### config.mk
export PLATFORM = sky130hd
export DESIGN_NAME = if_stage_hs_flat
export DESIGN_NICKNAME = d
export VERILOG_FILES = /design/src/rtl/if_stage_hs_if.sv /design/src/rtl/if_stage_hs.sv /design/src/flat_wrapper.sv
export SDC_FILE = /design/constraint.sdc
export NUM_CORES = 1
export LEC_CHECK = 0
export CAP_MARGIN = 15
export CORE_MARGIN = 2
export CORE_UTILIZATION = 49
export CTS_CLUSTER_SIZE = 24
export DETAILED_ROUTE_END_ITERATION = 12
export GPL_TIMING_DRIVEN = 0
export PLACE_DENSITY_LB_ADDON = 0.1
export SLEW_MARGIN = 20
export SYNTH_ARGS = -nofsm -noshare
export SYNTH_HDL_FRONTEND = slang
export SYNTH_SLANG_ARGS = --single-unit
### constraint.sdc
create_clock -name clk -period 8 [get_ports clk]
set_input_delay 0.8 -clock clk [delete_from_list [all_inputs] [get_ports clk]]
set_output_delay 0.8 -clock clk [all_outputs]
set_load 0.01 [all_outputs]
### src/rtl/if_stage_hs_if.sv
// rtl/if_stage_hs_if.sv - fetch-stage bundle: ID-side handshake plus class-SRAM instruction port
interface if_stage_hs_if #(
  parameter int PC_W   = 32,
  parameter int INST_W = 32
);
  logic                     id_allowin;
  logic [PC_W:0]            br_bus;
  logic                     if_to_id_valid;
  logic [INST_W+PC_W-1:0]   if_to_id_bus;
  logic                     inst_sram_req;
  logic                     inst_sram_wr;
  logic [1:0]               inst_sram_size;
  logic [3:0]               inst_sram_wstrb;
  logic [PC_W-1:0]          inst_sram_addr;
  logic [31:0]              inst_sram_wdata;
  logic                     inst_sram_addr_ok;
  logic                     inst_sram_data_ok;
  logic [INST_W-1:0]        inst_sram_rdata;

  modport master (
    input  id_allowin, br_bus, inst_sram_addr_ok, inst_sram_data_ok, inst_sram_rdata,
    output if_to_id_valid, if_to_id_bus, inst_sram_req, inst_sram_wr, inst_sram_size,
           inst_sram_wstrb, inst_sram_addr, inst_sram_wdata
  );

  modport slave (
    output id_allowin, br_bus, inst_sram_addr_ok, inst_sram_data_ok, inst_sram_rdata,
    input  if_to_id_valid, if_to_id_bus, inst_sram_req, inst_sram_wr, inst_sram_size,
           inst_sram_wstrb, inst_sram_addr, inst_sram_wdata
  );
endinterface

### src/rtl/if_stage_hs.sv
// rtl/if_stage_hs.sv - instruction fetch with one outstanding SRAM request and a small {inst, pc} buffer
// Redirects flush the buffer and mark an in-flight response for discard.
module if_stage_hs #(
  parameter int              PC_W      = 32,
  parameter logic [PC_W-1:0] RESET_PC  = 32'h1c000000,
  parameter int              INST_W    = 32,
  parameter int              BUF_DEPTH = 2
) (
  input  logic          clk,
  input  logic          reset,
  if_stage_hs_if.master bus
);
  localparam int PTR_W = (BUF_DEPTH > 1) ? $clog2(BUF_DEPTH) : 1;
  localparam int CNT_W = PTR_W + 1;

  logic [PC_W-1:0]        fetch_pc;
  logic [PC_W-1:0]        pending_pc;
  logic                   pending;
  logic                   cancel;
  logic [CNT_W-1:0]       count;
  logic [PTR_W-1:0]       rd_ptr;
  logic [PTR_W-1:0]       wr_ptr;
  logic [INST_W+PC_W-1:0] buf_mem [BUF_DEPTH];

  logic            br_taken;
  logic [PC_W-1:0] br_target;
  logic            full;
  logic            addr_hs;
  logic            data_hs;
  logic            push;
  logic            pop;

  assign br_taken  = bus.br_bus[PC_W];
  assign br_target = bus.br_bus[PC_W-1:0];
  assign full      = (count == CNT_W'(BUF_DEPTH));

  assign bus.inst_sram_req   = ~reset & ~pending & (count < CNT_W'(BUF_DEPTH)) & ~br_taken;
  assign bus.inst_sram_addr  = fetch_pc;
  assign bus.inst_sram_wr    = 1'b0;
  assign bus.inst_sram_size  = 2'd2;
  assign bus.inst_sram_wstrb = 4'd0;
  assign bus.inst_sram_wdata = 32'd0;

  assign addr_hs = bus.inst_sram_req & bus.inst_sram_addr_ok;
  assign data_hs = bus.inst_sram_data_ok & pending;
  // A response returning during a redirect is stale even when cancel is not yet set.
  assign push    = data_hs & ~cancel & ~br_taken;

  assign bus.if_to_id_valid = (count != '0) & ~br_taken;
  assign bus.if_to_id_bus   = buf_mem[rd_ptr];
  assign pop                = bus.if_to_id_valid & bus.id_allowin;

  always_ff @(posedge clk or posedge reset) begin
    if (reset) begin
      fetch_pc   <= RESET_PC;
      pending_pc <= '0;
      pending    <= 1'b0;
      cancel     <= 1'b0;
      count      <= '0;
      rd_ptr     <= '0;
      wr_ptr     <= '0;
    end else begin
      if (addr_hs) begin
        pending    <= 1'b1;
        pending_pc <= fetch_pc;
        fetch_pc   <= fetch_pc + PC_W'(4);
      end
      if (data_hs) begin
        pending <= 1'b0;
        cancel  <= 1'b0;
      end
      if (br_taken) begin
        fetch_pc <= br_target;
        count    <= '0;
        rd_ptr   <= '0;
        wr_ptr   <= '0;
        if (pending && !bus.inst_sram_data_ok) cancel <= 1'b1;
      end else begin
        if (push) wr_ptr <= wr_ptr + PTR_W'(1);
        if (pop)  rd_ptr <= rd_ptr + PTR_W'(1);
        if (push && !pop)      count <= count + CNT_W'(1);
        else if (pop && !push) count <= count - CNT_W'(1);
      end
    end
  end

  always_ff @(posedge clk) begin
    if (push) buf_mem[wr_ptr] <= {bus.inst_sram_rdata, pending_pc};
  end

  // Issue is gated on free space with one request in flight, so a response always fits.
  assert property (@(posedge clk) disable iff (reset) !(push && full));
endmodule
### src/flat_wrapper.sv
// flat-port wrapper written by rule: the top's interface ports become plain ports
module if_stage_hs_flat 
#(
  parameter int              PC_W      = 32,
  parameter logic [PC_W-1:0] RESET_PC  = 32'h1c000000,
  parameter int              INST_W    = 32,
  parameter int              BUF_DEPTH = 2
)
  (clk, reset, bus_id_allowin, bus_br_bus, bus_inst_sram_addr_ok, bus_inst_sram_data_ok, bus_inst_sram_rdata, bus_if_to_id_valid, bus_if_to_id_bus, bus_inst_sram_req, bus_inst_sram_wr, bus_inst_sram_size, bus_inst_sram_wstrb, bus_inst_sram_addr, bus_inst_sram_wdata);
  if_stage_hs_if #(.PC_W(PC_W), .INST_W(INST_W)) bus_i ();
  input  logic clk;
  input  logic reset;
  input wire logic [$bits(bus_i.id_allowin)-1:0] bus_id_allowin;
  input wire logic [$bits(bus_i.br_bus)-1:0] bus_br_bus;
  input wire logic [$bits(bus_i.inst_sram_addr_ok)-1:0] bus_inst_sram_addr_ok;
  input wire logic [$bits(bus_i.inst_sram_data_ok)-1:0] bus_inst_sram_data_ok;
  input wire logic [$bits(bus_i.inst_sram_rdata)-1:0] bus_inst_sram_rdata;
  output wire logic [$bits(bus_i.if_to_id_valid)-1:0] bus_if_to_id_valid;
  output wire logic [$bits(bus_i.if_to_id_bus)-1:0] bus_if_to_id_bus;
  output wire logic [$bits(bus_i.inst_sram_req)-1:0] bus_inst_sram_req;
  output wire logic [$bits(bus_i.inst_sram_wr)-1:0] bus_inst_sram_wr;
  output wire logic [$bits(bus_i.inst_sram_size)-1:0] bus_inst_sram_size;
  output wire logic [$bits(bus_i.inst_sram_wstrb)-1:0] bus_inst_sram_wstrb;
  output wire logic [$bits(bus_i.inst_sram_addr)-1:0] bus_inst_sram_addr;
  output wire logic [$bits(bus_i.inst_sram_wdata)-1:0] bus_inst_sram_wdata;
  assign bus_i.id_allowin = bus_id_allowin;
  assign bus_i.br_bus = bus_br_bus;
  assign bus_i.inst_sram_addr_ok = bus_inst_sram_addr_ok;
  assign bus_i.inst_sram_data_ok = bus_inst_sram_data_ok;
  assign bus_i.inst_sram_rdata = bus_inst_sram_rdata;
  assign bus_if_to_id_valid = bus_i.if_to_id_valid;
  assign bus_if_to_id_bus = bus_i.if_to_id_bus;
  assign bus_inst_sram_req = bus_i.inst_sram_req;
  assign bus_inst_sram_wr = bus_i.inst_sram_wr;
  assign bus_inst_sram_size = bus_i.inst_sram_size;
  assign bus_inst_sram_wstrb = bus_i.inst_sram_wstrb;
  assign bus_inst_sram_addr = bus_i.inst_sram_addr;
  assign bus_inst_sram_wdata = bus_i.inst_sram_wdata;
  if_stage_hs #(.PC_W(PC_W), .RESET_PC(RESET_PC), .INST_W(INST_W), .BUF_DEPTH(BUF_DEPTH)) u_core (.clk(clk), .reset(reset), .bus(bus_i));
endmodule
; ---- Word-level counts from Yosys, hierarchy flattened
; Memories as Yosys holds them, arrays and structs flattened.
; Index checks and enable logic that the tools add are counted.
[totals]
ff_bits = 70
ramBits = 128
inputBits = 70
output_inout_bits = 137
word_cells = 55
memories = 1
[op_classes]
add_sub_neg = 5
magnitude_cmp = 1
mux = 16
bitwise_logic = 13
n_reduce_logical = 12
[mem_list]
columns = name, depth, word_bits, rd, rd_clocked_by_memory_dff, wr, line
row1 = u_core.buf_mem, 2, 64, 1, 0, 1, if_stage_hs.sv:23  ; logic [INST_W+PC_W-1:0] buf_mem [BUF_DEPTH];
[ops]
columns = cell, count
row1 = 32-bit two-way mux, 2
row2 = 32-bit by 3-bit adder with 32-bit output (second input constant), 1
row3 = 1-bit two-way mux, 11
row4 = 2-bit nonzero test, 5
row5 = 1-bit AND, 9
row6 = 2-bit two-way mux, 3
row7 = 1-bit NOT, 4
row8 = 1-bit logical AND, 3
row9 = 1-bit logical NOT, 3
row10 = 3-bit nonzero test, 1
row11 = 1-bit adder (second input constant), 2
row12 = 2-bit by 1-bit adder with 2-bit output (second input constant), 1
row13 = 2-bit less-than comparator (second input constant), 1
row14 = 2-bit by 1-bit subtractor with 2-bit output (second input constant), 1

; ---- Depth between registers and ports, before layout
[depth]
ltp_word = 8
mapped_depth = 8

; ---- Least setup slack after synthesis
; OpenSTA, ideal clock, no wires.
[synth_timing]
path_type = input-to-reg
start = input bus_br_bus[32]
end = memory u_core.buf_mem[1][0] (netlist bit), enable pin
setup_time_ns = 0.578
arrival_ns = 6.105
t_required_ns = 7.422
path_slack_ns = 1.317
path_stages = 4
cell_sequence = buf_2 > clkbuf_1 > buf_1 > nor3b_1
[synth_between]
elab_chain_len = 4
[synth_lines]
columns = item, line
row1 = from (decl), flat_wrapper.sv:14  ; input wire logic [$bits(bus_i.br_bus)-1:0] bus_br_bus;
row2 = 1-bit NOT, if_stage_hs.sv:47  ; assign push = data_hs & ~cancel & ~br_taken;
row3 = 1-bit AND, if_stage_hs.sv:47
row4 = 1-bit two-way mux, if_stage_hs.sv:88  ; if (push) buf_mem[wr_ptr] <= {bus.inst_sram_rdata, pending_pc};
row5 = 1-bit two-way mux (not written as such), if_stage_hs.sv:88
row6 = to (decl), if_stage_hs.sv:23
; No other way between the ends.

; ---- Worst setup path in the final report
[layout_timing]
start = register u_core.rd_ptr
end = output bus_if_to_id_bus[14]
[layout_between]
elab_chain_len = 1
[layout_lines]
columns = item, line
row1 = from (decl), if_stage_hs.sv:21  ; logic [PTR_W-1:0] rd_ptr;
row2 = from (signal assigned), if_stage_hs.sv:80  ; if (pop) rd_ptr <= rd_ptr + PTR_W'(1);
row3 = memory read 2 x 64 bit, n/a
row4 = to (decl), flat_wrapper.sv:19  ; output wire logic [$bits(bus_i.if_to_id_bus)-1:0] bus_if_to_id_bus;
; No other way between the ends.

==> results.tsv <==
stage	metric	value	unit
outcome	outcome	finished, final reports clean	
drt	DRT antenna net count	0	
sta	Final Hold Vio Count	0	
die	DIE AREA	18070	µm²
critical_path	critical path data required time	7200	ps
sta	Slew headroom	49.95	%
yosys	YS warnings	0	
yosys	post-synthesis adder-cell area fraction	0.1501	%
die	cell row count	47	
yosys	sequential fraction of the synthesis area	67.16	%
yosys	largest cells by area after synthesis	edfxtp_1 46%, dfrtp_1 20%, mux2_2 8.9%	
yosys	Synth Cell Area	8337	µm²
clocking	buffer depth of the longest clock path	2	
yosys	post-synthesis mux area share	9.035	%
critical_path	CP Cell Sequence	clkbuf_1 > clkbuf_1 > mux2_2 > clkdlybuf4s50_1	
global_route	grt ovf	0	
power_and_ir_drop	P per Cell Area	214.3	nW/µm²
yosys	most frequent cell after synthesis	edfxtp_1	
power_and_ir_drop	P_int	1.837	mW
drt	DR pass1 iterations	5	
global_route	Tot GR Track Use	21.92	%
yosys	Synth Area in XOR/XNOR	0.8405	%
global_route	number of global-route vias before repair	5780	
die	starting density of the core	50.27	%
layout	Filler Cell Count	1282	
die	I/O Pins	207	
critical_path	kind of critical path	reg -> out	
power_and_ir_drop	clock network fraction of total power	37.4	%
yosys	Yosys cell types	48	
critical_path	worst setup path start	u_core.rd_ptr$_DFFE_PP0P_	
yosys	Post-synth top flop	edfxtp_1	
sta	period utilisation layout	45.15	%
yosys	post-synth top area cell	edfxtp_1	
power_and_ir_drop	leakage power	4.364	nW
drt	via/cell ratio	5.209	
die	Die X	134.4	µm
clocking	H-tree depth	4	
global_route	first-pass GRT wire length	30130	µm
yosys	number of flops mapped to enable cells by yosys	128	
critical_path	FF-to-FF Start	u_core.pending$_DFFE_PP0P_	
sta	Clock Skew	7.226	ps
clocking	CTS tree	yes	
sta	Slew Limit Fails	0	
sta	WHS	472.3	ps
yosys	post-synth top area share	46.11	%
yosys	Simple-Gate Fraction of Synth Area	11.77	%
critical_path	CP max FO	10	
clocking	clk slew on worst S/H paths	70	ps
job	Max Cap Violations	0	
placed_design	Place WS	4510	ps
layout	# diodes	0	
clocking	root cell of the clock tree	clkbuf_16	
layout	proportion of layout cells with a drive suffix above 1	19.93	%
power_and_ir_drop	NetSw	0.5615	mW
drt	initial DRC count	455	
placed_design	PortBufs	166	
yosys	compound-gate portion of the synthesized area	5.418	%
power_and_ir_drop	Seq pwr share	51.5	%
global_route	largest net degree at the start of global routing	38	
yosys	top post-synthesis cells by count	128 x edfxtp_1, 119 x nand2_1, 67 x dfrtp_1, 66 x mux2_2, 39 x buf_4	
yosys	#FFs+latches synth	198	
clocking	setup bufs post-CTS	0	
sta	Peak Freq	0.2769	GHz
layout	final cell count without fillers	1103	
power_and_ir_drop	Peak VDD IR	164.1	µV
layout	final net count	941	
clocking	Hold-fix buffers, CTS	0	
clocking	post-CTS sizing	0	
sta	final worst slack	4388	ps
drt	detailed-route via count	5745	
critical_path	Crit. End Element	output port	
global_route	initial antenna violation count	0	
layout	area growth from synthesis to layout	34.23	%
drt	Avg WL per Cell	17.65	µm
sta	measured slew at the worst slew-check pin	750.8	ps
placed_design	routability cong.	0.8671	
sta	Setup-failing EPs final	0	
yosys	Mapped Cells	632	
yosys	ys async rst share	35.35	%
hold_path	HP Start	u_core.pending_pc[14]$_DFFE_PP0P_	
die	Core Region	16580	µm²
sta	RSZ-0062 raised after global routing	no	
critical_path	crit start category	flip-flop	
clocking	insertion delay to the later sink of the worst-skew pair	420	ps
clocking	# clock sinks	198	
critical_path	Top cell by count, worst path	clkbuf_1	
hold_path	Hold Path Class	reg -> reg	
clocking	CTS Buf Count	17	
placed_design	DP HPWL	14110	µm
sta	Final min period	3612	ps
power_and_ir_drop	Comb pwr share	11.1	%
critical_path	CP arrival	2810	ps
power_and_ir_drop	Final Power	2.398	mW
power_and_ir_drop	Sw Ratio	23.41	%
die	Die H	134.4	µm
critical_path	CP max stage delay	580	ps
yosys	syn avg cell area	13.19	µm²
yosys	largest family of logic cells by synthesized area	simple AND/OR/NAND/NOR gates	
critical_path	CP max stage cell	clkbuf_1	
drt	total detailed-routing wirelength	19470	µm
drt	remaining routing DRC violations	0	
placed_design	total instance count after detailed placement	1071	
sta	aggregate negative setup slack	0	ps
==> area by class of cell <==
type | count | area, µm² | area share, %
buffer | 67 | 416.7 | 3.723
clock buffer | 20 | 467.9 | 4.182
clock inverter | 12 | 161.4 | 1.442
inverter | 12 | 47.55 | 0.4249
multi-input combinational | 392 | 2425 | 21.67
sequential | 198 | 5599 | 50.03
tap | 220 | 275.3 | 2.460
timing repair buffer | 182 | 1798 | 16.07
==> power by group through the flow <==
stage	Sequential (mW)	Combinational (mW)	Clock (mW)
after floorplan	1.24	0.130	0
after global placement	1.25	0.256	0
after detailed placement	1.26	0.265	0
after CTS	1.23	0.266	0.909
after global routing	1.24	0.289	0.954
final	1.23	0.266	0.898
==> final timing paths <==
kind | endpoint | slack (ps) | depth (start not counted)
max in group asynchronous | u_core.bus.inst_sram_addr[23]$_DFFE_PP0P_ | 6600 | 3
worst max-delay path | bus_if_to_id_bus[14] | 4390 | 4
worst max register to register | u_core.buf_mem[1][51]$_DFFE_PP_ | 5630 | 5
min in group asynchronous | u_core.rd_ptr$_DFFE_PP0P_ | 840 | 2
worst min-delay path | u_core.buf_mem[0][14]$_DFFE_PP_ | 470 | 0
worst min register to register | u_core.buf_mem[0][14]$_DFFE_PP_ | 470 | 0
==> placed cells by master, fill, tap and decap left out, types with 2 or more instances in the layout <==
master             n
buf_6              2
o21ai_0            7
nor3_1             2
and3_1             3
nand2_1          119
inv_6              4
o221ai_1           3
conb_1            39
nor4_2             2
a31oi_1            2
xor2_1             7
o211ai_1           9
nor2b_1            4
o311ai_1           9
clkbuf_1          18
a21oi_1            8
clkbuf_16         18
nand3_1           19
buf_2              9
dfrtp_1           67
o21ai_1           23
clkdlybuf4s50_1  166
bufinv_16          3
mux2_2            66
nand4_2            2
a221o_1            2
a22oi_1            3
nor4_1             2
buf_4             53
inv_1             11
dfstp_2            3
nand4_1           15
nand3b_1           6
nor2_1            23
edfxtp_1         128
==> metrics by stage <==
step	cell area (µm²)	utilization (%)
2_1_floorplan	8476	-
3_3_place_gp	10410	62.79
3_5_place_dp	10560	63.69
4_1_cts	11190	67.48
5_1_grt	11190	67.48
6_report	11190	67.48
==> sequential cells by signal, indices dropped and copies added, names as in the netlist, named ones only <==
register,flops
u_core.buf_mem,128
u_core.pending,1
u_core.count,2
u_core.bus.inst_sram_addr,32
u_core.rd_ptr,1
u_core.pending_pc,32
u_core.wr_ptr,1
==> cells by family after synthesis <==
kind of cell               Yosys count
and+or+nand+nor                    207
xor gates and xnor gates             8
adders and majority gates            1
other                                2
DFF                                198
AOI/OAI and AO/OA                   70
muxes                               67
buffers and inverters               79
==> metal layers <==
layer	share of wire, %	GRT usage, %	vias to the layer above
li1	-	-	2682
met1	40	27.18	2787
met2	50	37.50	243
met3	7.4	5.140	33
met4	2.3	8.304	0
met5	0	0	-
==> critical path: cells and delay by family, from the launching register on <==
family                 cells  cell delay (ps)
buffers and inverters      3             1630
flip-flops                 1              370
multiplexers               1              400
Note: power is estimated with default switching activity, not from simulation.
